--- src/rtl/lsu_mem_ctrl_if.sv ---
// Data-memory port of the load/store unit: one request channel with a
// valid/ready handshake and one response channel with a valid strobe only.
// The LSU drives the request side and consumes the response side (master).
interface lsu_mem_ctrl_if #(
    parameter int XLEN = 32
);
    logic            mem_req_valid;
    logic            mem_req_ready;
    logic [XLEN-1:0] mem_req_addr;
    logic            mem_req_wr;
    logic [3:0]      mem_req_wstrb;
    logic [XLEN-1:0] mem_req_wdata;
    logic            mem_rsp_valid;
    logic [XLEN-1:0] mem_rsp_rdata;

    modport master (
        output mem_req_valid,
        output mem_req_addr,
        output mem_req_wr,
        output mem_req_wstrb,
        output mem_req_wdata,
        input  mem_req_ready,
        input  mem_rsp_valid,
        input  mem_rsp_rdata
    );

    modport slave (
        input  mem_req_valid,
        input  mem_req_addr,
        input  mem_req_wr,
        input  mem_req_wstrb,
        input  mem_req_wdata,
        output mem_req_ready,
        output mem_rsp_valid,
        output mem_rsp_rdata
    );
endinterface

--- src/rtl/lsu_mem_ctrl.sv ---
// Load/store unit sitting after decode/control. Issues one word-aligned
// access at a time on the data-memory port, stalls IF/ID/EX while the access
// is in flight and returns sign/zero-extended load data to writeback.
//
// Optional feature: define LSU_TIMEOUT_EN to enable a response watchdog that
// aborts a load with lsu_bus_err after TIMEOUT_CYCLES cycles in RSP. Without
// it, RSP waits indefinitely and lsu_bus_err is tied low.
module lsu_mem_ctrl #(
    parameter int XLEN           = 32,
    parameter int TIMEOUT_CYCLES = 255
) (
    input  logic            clk,
    input  logic            resetn,
    input  logic            ex_valid,
    input  logic            ex_data_req,
    input  logic            ex_data_wr,
    input  logic [1:0]      ex_data_byte,
    input  logic            ex_zero_extnd,
    input  logic [XLEN-1:0] ex_addr,
    input  logic [XLEN-1:0] ex_wr_data,
    lsu_mem_ctrl_if.master  mem,
    output logic            lsu_stall,
    output logic            lsu_rd_valid,
    output logic [XLEN-1:0] lsu_rd_data,
    output logic            lsu_misaligned,
    output logic            lsu_bus_err
);

    // Lane formatting below is written for a 32-bit datapath only.
    if (XLEN != 32 || TIMEOUT_CYCLES < 1) begin : g_bad_cfg
        $error("lsu_mem_ctrl: XLEN must be 32 and TIMEOUT_CYCLES >= 1");
    end

    localparam logic [1:0] SZ_BYTE = 2'b00;
    localparam logic [1:0] SZ_HALF = 2'b01;
    localparam logic [1:0] SZ_WORD = 2'b10;

    typedef enum logic [1:0] {
        S_IDLE = 2'b00,
        S_REQ  = 2'b01,
        S_RSP  = 2'b10,
        S_DONE = 2'b11
    } state_t;

    state_t     state;
    state_t     state_nxt;
    logic       start;
    logic       misaligned;
    logic       issue;
    logic       mis_fire;
    logic       rsp_take;
    logic       wd_expire;
    logic [1:0] size_r;
    logic [1:0] off_r;
    logic       zext_r;

    // Half must be 2-byte aligned, word 4-byte aligned; double-word is not
    // supported on this 32-bit port and is always rejected.
    function automatic logic f_misaligned(input logic [1:0] size, input logic [1:0] off);
        case (size)
            SZ_BYTE: return 1'b0;
            SZ_HALF: return off[0];
            SZ_WORD: return off != 2'b00;
            default: return 1'b1;
        endcase
    endfunction

    function automatic logic [3:0] f_wstrb(input logic [1:0] size, input logic [1:0] off);
        case (size)
            SZ_BYTE: return 4'b0001 << off;
            SZ_HALF: return 4'b0011 << off;
            default: return 4'b1111;
        endcase
    endfunction

    // Replicate the store operand across every lane so the strobes alone
    // select the bytes written.
    function automatic logic [31:0] f_wdata(input logic [1:0] size, input logic [31:0] wd);
        case (size)
            SZ_BYTE: return {4{wd[7:0]}};
            SZ_HALF: return {2{wd[15:0]}};
            default: return wd;
        endcase
    endfunction

    // Pick the addressed lane out of the returned word and extend it; the
    // signed size cast provides the sign fill.
    function automatic logic [31:0] f_load_ext(input logic [1:0] size, input logic [1:0] off,
                                               input logic zext, input logic [31:0] rdata);
        logic signed [7:0]  b;
        logic signed [15:0] h;
        b = rdata[{off, 3'b000} +: 8];
        h = off[1] ? rdata[31:16] : rdata[15:0];
        case (size)
            SZ_BYTE: return zext ? {24'b0, b} : 32'(b);
            SZ_HALF: return zext ? {16'b0, h} : 32'(h);
            default: return rdata;
        endcase
    endfunction

    assign start      = (state == S_IDLE) && ex_valid && ex_data_req;
    assign misaligned = f_misaligned(ex_data_byte, ex_addr[1:0]);
    assign lsu_stall  = start || (state == S_REQ) || (state == S_RSP);

    // Next-state and one-cycle action strobes.
    always_comb begin
        state_nxt = state;
        issue     = 1'b0;
        mis_fire  = 1'b0;
        rsp_take  = 1'b0;
        case (state)
            S_IDLE: begin
                if (start) begin
                    if (misaligned) begin
                        state_nxt = S_DONE;
                        mis_fire  = 1'b1;
                    end else begin
                        state_nxt = S_REQ;
                        issue     = 1'b1;
                    end
                end
            end
            S_REQ: begin
                if (mem.mem_req_ready) begin
                    state_nxt = mem.mem_req_wr ? S_DONE : S_RSP;
                end
            end
            S_RSP: begin
                if (mem.mem_rsp_valid) begin
                    state_nxt = S_DONE;
                    rsp_take  = 1'b1;
                end else if (wd_expire) begin
                    state_nxt = S_DONE;
                end
            end
            default: state_nxt = S_IDLE;
        endcase
    end

    // State register.
    always_ff @(posedge clk or negedge resetn) begin
        if (!resetn) begin
            state <= S_IDLE;
        end else begin
            state <= state_nxt;
        end
    end

    // Request channel: fields latched at issue and held until accepted.
    always_ff @(posedge clk or negedge resetn) begin
        if (!resetn) begin
            mem.mem_req_valid <= 1'b0;
            mem.mem_req_addr  <= '0;
            mem.mem_req_wr    <= 1'b0;
            mem.mem_req_wstrb <= 4'b0000;
            mem.mem_req_wdata <= '0;
        end else if (issue) begin
            mem.mem_req_valid <= 1'b1;
            mem.mem_req_addr  <= {ex_addr[XLEN-1:2], 2'b00};
            mem.mem_req_wr    <= ex_data_wr;
            mem.mem_req_wstrb <= ex_data_wr ? f_wstrb(ex_data_byte, ex_addr[1:0]) : 4'b0000;
            mem.mem_req_wdata <= ex_data_wr ? f_wdata(ex_data_byte, ex_wr_data) : '0;
        end else if (state == S_REQ && mem.mem_req_ready) begin
            mem.mem_req_valid <= 1'b0;
        end
    end

    // Access shape kept for load-data extraction in RSP.
    always_ff @(posedge clk) begin
        if (issue) begin
            size_r <= ex_data_byte;
            off_r  <= ex_addr[1:0];
            zext_r <= ex_zero_extnd;
        end
    end

    // Writeback result and completion pulses, all valid during DONE.
    always_ff @(posedge clk or negedge resetn) begin
        if (!resetn) begin
            lsu_rd_valid   <= 1'b0;
            lsu_rd_data    <= '0;
            lsu_misaligned <= 1'b0;
        end else begin
            lsu_rd_valid   <= rsp_take;
            lsu_misaligned <= mis_fire;
            if (rsp_take) begin
                lsu_rd_data <= f_load_ext(size_r, off_r, zext_r, mem.mem_rsp_rdata);
            end else if (wd_expire) begin
                lsu_rd_data <= '0;
            end
        end
    end

`ifdef LSU_TIMEOUT_EN
    localparam int CNT_W = ($clog2(TIMEOUT_CYCLES + 1) > 8) ? $clog2(TIMEOUT_CYCLES + 1) : 8;

    logic [CNT_W-1:0] wd_cnt;

    // The limit is hit on the RSP cycle whose increment would take the count
    // to TIMEOUT_CYCLES; a response in that same cycle still wins.
    assign wd_expire = (state == S_RSP) && !mem.mem_rsp_valid &&
                       (wd_cnt == CNT_W'(TIMEOUT_CYCLES - 1));

    // Response watchdog: cleared entering RSP, counts unanswered RSP cycles.
    always_ff @(posedge clk or negedge resetn) begin
        if (!resetn) begin
            wd_cnt      <= '0;
            lsu_bus_err <= 1'b0;
        end else begin
            lsu_bus_err <= wd_expire;
            if (state == S_REQ && state_nxt == S_RSP) begin
                wd_cnt <= '0;
            end else if (state == S_RSP && !mem.mem_rsp_valid) begin
                wd_cnt <= wd_cnt + 1'b1;
            end
        end
    end
`else
    assign wd_expire   = 1'b0;
    assign lsu_bus_err = 1'b0;
`endif

endmodule

--- src/flat_wrapper.sv ---
// flat-port wrapper written by rule: the top's interface ports become plain ports
module lsu_mem_ctrl_flat 
#(
    parameter int XLEN           = 32,
    parameter int TIMEOUT_CYCLES = 255
)
  (clk, resetn, ex_valid, ex_data_req, ex_data_wr, ex_data_byte, ex_zero_extnd, ex_addr, ex_wr_data, lsu_stall, lsu_rd_valid, lsu_rd_data, lsu_misaligned, lsu_bus_err, mem_mem_req_valid, mem_mem_req_addr, mem_mem_req_wr, mem_mem_req_wstrb, mem_mem_req_wdata, mem_mem_req_ready, mem_mem_rsp_valid, mem_mem_rsp_rdata);
  lsu_mem_ctrl_if #(.XLEN(XLEN)) mem_i ();
  input  logic clk;
  input  logic resetn;
  input  logic ex_valid;
  input  logic ex_data_req;
  input  logic ex_data_wr;
  input  logic [1:0] ex_data_byte;
  input  logic ex_zero_extnd;
  input  logic [XLEN-1:0] ex_addr;
  input  logic [XLEN-1:0] ex_wr_data;
  output logic lsu_stall;
  output logic lsu_rd_valid;
  output logic [XLEN-1:0] lsu_rd_data;
  output logic lsu_misaligned;
  output logic lsu_bus_err;
  output wire logic [$bits(mem_i.mem_req_valid)-1:0] mem_mem_req_valid;
  output wire logic [$bits(mem_i.mem_req_addr)-1:0] mem_mem_req_addr;
  output wire logic [$bits(mem_i.mem_req_wr)-1:0] mem_mem_req_wr;
  output wire logic [$bits(mem_i.mem_req_wstrb)-1:0] mem_mem_req_wstrb;
  output wire logic [$bits(mem_i.mem_req_wdata)-1:0] mem_mem_req_wdata;
  input wire logic [$bits(mem_i.mem_req_ready)-1:0] mem_mem_req_ready;
  input wire logic [$bits(mem_i.mem_rsp_valid)-1:0] mem_mem_rsp_valid;
  input wire logic [$bits(mem_i.mem_rsp_rdata)-1:0] mem_mem_rsp_rdata;
  assign mem_mem_req_valid = mem_i.mem_req_valid;
  assign mem_mem_req_addr = mem_i.mem_req_addr;
  assign mem_mem_req_wr = mem_i.mem_req_wr;
  assign mem_mem_req_wstrb = mem_i.mem_req_wstrb;
  assign mem_mem_req_wdata = mem_i.mem_req_wdata;
  assign mem_i.mem_req_ready = mem_mem_req_ready;
  assign mem_i.mem_rsp_valid = mem_mem_rsp_valid;
  assign mem_i.mem_rsp_rdata = mem_mem_rsp_rdata;
  lsu_mem_ctrl #(.XLEN(XLEN), .TIMEOUT_CYCLES(TIMEOUT_CYCLES)) u_core (.clk(clk), .resetn(resetn), .ex_valid(ex_valid), .ex_data_req(ex_data_req), .ex_data_wr(ex_data_wr), .ex_data_byte(ex_data_byte), .ex_zero_extnd(ex_zero_extnd), .ex_addr(ex_addr), .ex_wr_data(ex_wr_data), .mem(mem_i), .lsu_stall(lsu_stall), .lsu_rd_valid(lsu_rd_valid), .lsu_rd_data(lsu_rd_data), .lsu_misaligned(lsu_misaligned), .lsu_bus_err(lsu_bus_err));
endmodule
--- config.mk ---
export PLATFORM = sky130hd
export DESIGN_NAME = lsu_mem_ctrl_flat
export DESIGN_NICKNAME = d
export VERILOG_FILES = /design/src/rtl/lsu_mem_ctrl_if.sv /design/src/rtl/lsu_mem_ctrl.sv /design/src/flat_wrapper.sv
export SDC_FILE = /design/constraint.sdc
export NUM_CORES = 1
export LEC_CHECK = 0
export BUFFER_PORTS_ARGS = -buffer_cell sky130_fd_sc_hd__buf_2
export CAP_MARGIN = 20
export CORE_MARGIN = 10
export CORE_UTILIZATION = 53
export CTS_BUF_LIST = sky130_fd_sc_hd__clkbuf_16
export DETAILED_ROUTE_END_ITERATION = 7
export PLACE_DENSITY = 0.86
export SETUP_SLACK_MARGIN = 0.5
export SLEW_MARGIN = 25
export SYNTH_ARGS = -nofsm -noshare
export SYNTH_HDL_FRONTEND = slang
export SYNTH_SLANG_ARGS = --single-unit
export TNS_END_PERCENT = 10
--- constraint.sdc ---
create_clock -name clk -period 3.6 [get_ports clk]
set_clock_uncertainty 0.1 [all_clocks]
set_input_delay 0.72 -clock clk [delete_from_list [all_inputs] [get_ports clk]]
set_output_delay 0.72 -clock clk [all_outputs]
set_load 0.02 [all_outputs]
==> metrics.txt <==
Syn Area/Cell 10.13 µm²; Synth Cell Area 5430 µm²; Avg Vias per Cell 5.581; I/O Pins 212; clock sink count 109; Hold Slack 0.3708 ns; Initial Util 0.5505; final setup fails 0; ys async rst share 0.9541; Layout Nets 832; Worst Tran Pin Value 0.8568 ns; via count 4800; post-CTS setup buffer count 0; fillcell total 769; Period Utilization, post-route 0.7088; post-cts gate resize count 0; RSZ-0062 raised after global routing false; Core ar. 9864 µm²; max-slew violation count 0; WP data arrival 1.73 ns; prevailing post-synth register cell dfrtp_1; FMAX 391.9 MHz; Die Footprint 14690 µm²; number of port buffers 208; first-pass GRT wire length 25360 µm; fin worst setup slack 1.048 ns; total clock buffers created by CTS 9; Max-Cap Viols 0; commonest non-fill, non-tap cell in the layout buf_2; Root Driver clkbuf_16; largest family of logic cells by synthesized area compound AO/OA/AOI/OAI gates; ranking of synthesized cells by area dfrtp_1, mux2_2, nand2_1, o21ai_0, a21oi_1; layout cells sized above 1 0.3961; P&R area growth vs syn 24.42%; Max transition margin 0.4288; Worst setup EP type output port; global route total overflow 0; post-layout min period 2.552 ns; register area 2753 µm²; Die X 121.2 µm; area fraction of the dominant cell type after synthesis 0.4793; Total Routed Length 16150 µm; post-synthesis sequential area ratio 0.5069; area share of fa/ha/maj cells after synthesis 0.009217; htree depth 3; commonest cells after routing, fill and taps aside buf_2, dfrtp_1, nand2_1; multiplexer share of the synthesized area 0.1371; Netlist cell types 49; vias in the first global route 4978; Total GRT Usage 0.2138; CTS clk-pin slew, worst paths 0.08 ns; crit start category register; CP Data Required Time 2.78 ns; GP Congestion 0.8812; EDFF count, synth 5; dpl hpwl 12340 µm; Syn Inst Count 536; worst skew pair latency 0.34 ns; maximum number of pins on one net before global-route repair 105; drt pass-1 iters 5; cell taking the most area after synthesis dfrtp_1; Lkg Pwr 0.003453 µW; ant diodes 0; outcome finished, final reports clean; drt wl/cell 18.77 µm; Synth Area in Compound Gates 0.1502; pwr dens 814.9 nW/µm²; worst hold path class primary input to async pin; num rows 36; total number of yosys warnings 0; DP Worst Slack 1.094 ns; initial antenna violation count 0; CTS tree built; flip-flop and latch count after synthesis 109; multi-input logic area 2399 µm²; VDD IR-drop max 0.4737 mV; kind of critical path register to output port; Iter 0 DRT Violations 502; Final TNS setup 0 ns; Worst Path Max Fanout 4; Post-Synth Simple-Gate Area 0.1431; detailed-route DRC error count 0; die height 121.2 µm; ANT nets after route 0; Hold Buf Count CTS 0; Fin. Hold Viols 0; xor/xnor share of the synthesized area 0; worst-case clock buffer depth 2
[per-stage QoR]
stage | instances | total power, µW | cell area, µm² | utilization
floorplan | 538 | 3576 | 5438 | -
global placement | 844 | 4410 | 6449 | 0.6537
global route | 860 | 5855 | 6756 | 0.6849
finish | 860 | 5506 | 6756 | 0.6849
detailed placement | 844 | 4529 | 6449 | 0.6537
CTS | 860 | 5564 | 6756 | 0.6849
[metal layers]
metal  track usage  vias to the layer above  share of wire
li1              -                     2233              -
met3       0.07911                       40           0.10
met1        0.2376                     2290           0.36
met2        0.3639                      237           0.51
met4       0.08495                        0          0.028
met5             0                        -              0
[synth_stat cells (all sizes together) (7+ instances only)]
cell	number
and3	7
dfrtp	104
nor2	20
a21oi	42
mux2	49
o21ai	59
nor3	10
inv	10
clkbuf	12
nand2	103
mux2i	17
nor2b	18
a211oi	7
buf	28
[power breakdown]
part           internal [µW]  leakage (µW)  switching [µW]
Sequential              1790       0.00135             311
Combinational            880       0.00196            1500
Clock                    552      0.000150             476
[sequential cells by signal, indices dropped and copies added (netlist names)]
signal and cells:
u_core.zext_r 1, u_core.mem.mem_req_valid 1, u_core.size_r 2, u_core.off_r 2, u_core.mem.mem_req_wr 1, u_core.lsu_rd_valid 1, u_core.lsu_rd_data 32, u_core.mem.mem_req_wdata 32
u_core.lsu_misaligned 1, u_core.mem.mem_req_addr 30, u_core.state 2, u_core.mem.mem_req_wstrb 4
[worst max-delay path, cell delays in order (launching register included)]
cell and delay, ns:
dfrtp_1 0.38, inv_1 0.08, ha_1 0.25, and3_1 0.21, or3_1 0.30, buf_2 0.16
[logic make-up (layout without fill, tap and decap cells)]
family	after synthesis	count (layout)
and+or+nand+nor	171	171
DFF	109	109
AOI/OAI and AO/OA	135	135
buffers and inverters	50	239
other	1	3
adders and majority gates	4	4
muxes	66	66
[area by class of cell]
class                      instances  area share
timing repair buffer             213      0.1619
clock inverter                     7     0.01222
clock buffer                       9     0.03333
multi-input combinational        379      0.3550
inverter                          10    0.005556
tap                              133     0.02463
sequential                       109      0.4074
[worst paths after layout]
path / from / end / slack, ns / depth (start not counted)
max in group asynchronous: resetn / u_core.lsu_rd_data[21] / 2.22 / 2
min reg2reg: u_core.mem.mem_req_wdata[28] / u_core.mem.mem_req_wdata[28] / 0.38 / 2
max: u_core.state[0] / lsu_stall / 1.05 / 5
min in group clk: u_core.mem.mem_req_wdata[28] / u_core.mem.mem_req_wdata[28] / 0.38 / 2
max reg2reg: u_core.state[0] / u_core.lsu_rd_data[22] / 1.27 / 7
min: resetn / u_core.mem.mem_req_addr[9] / 0.37 / 1
(Power assumes the default switching activity.)
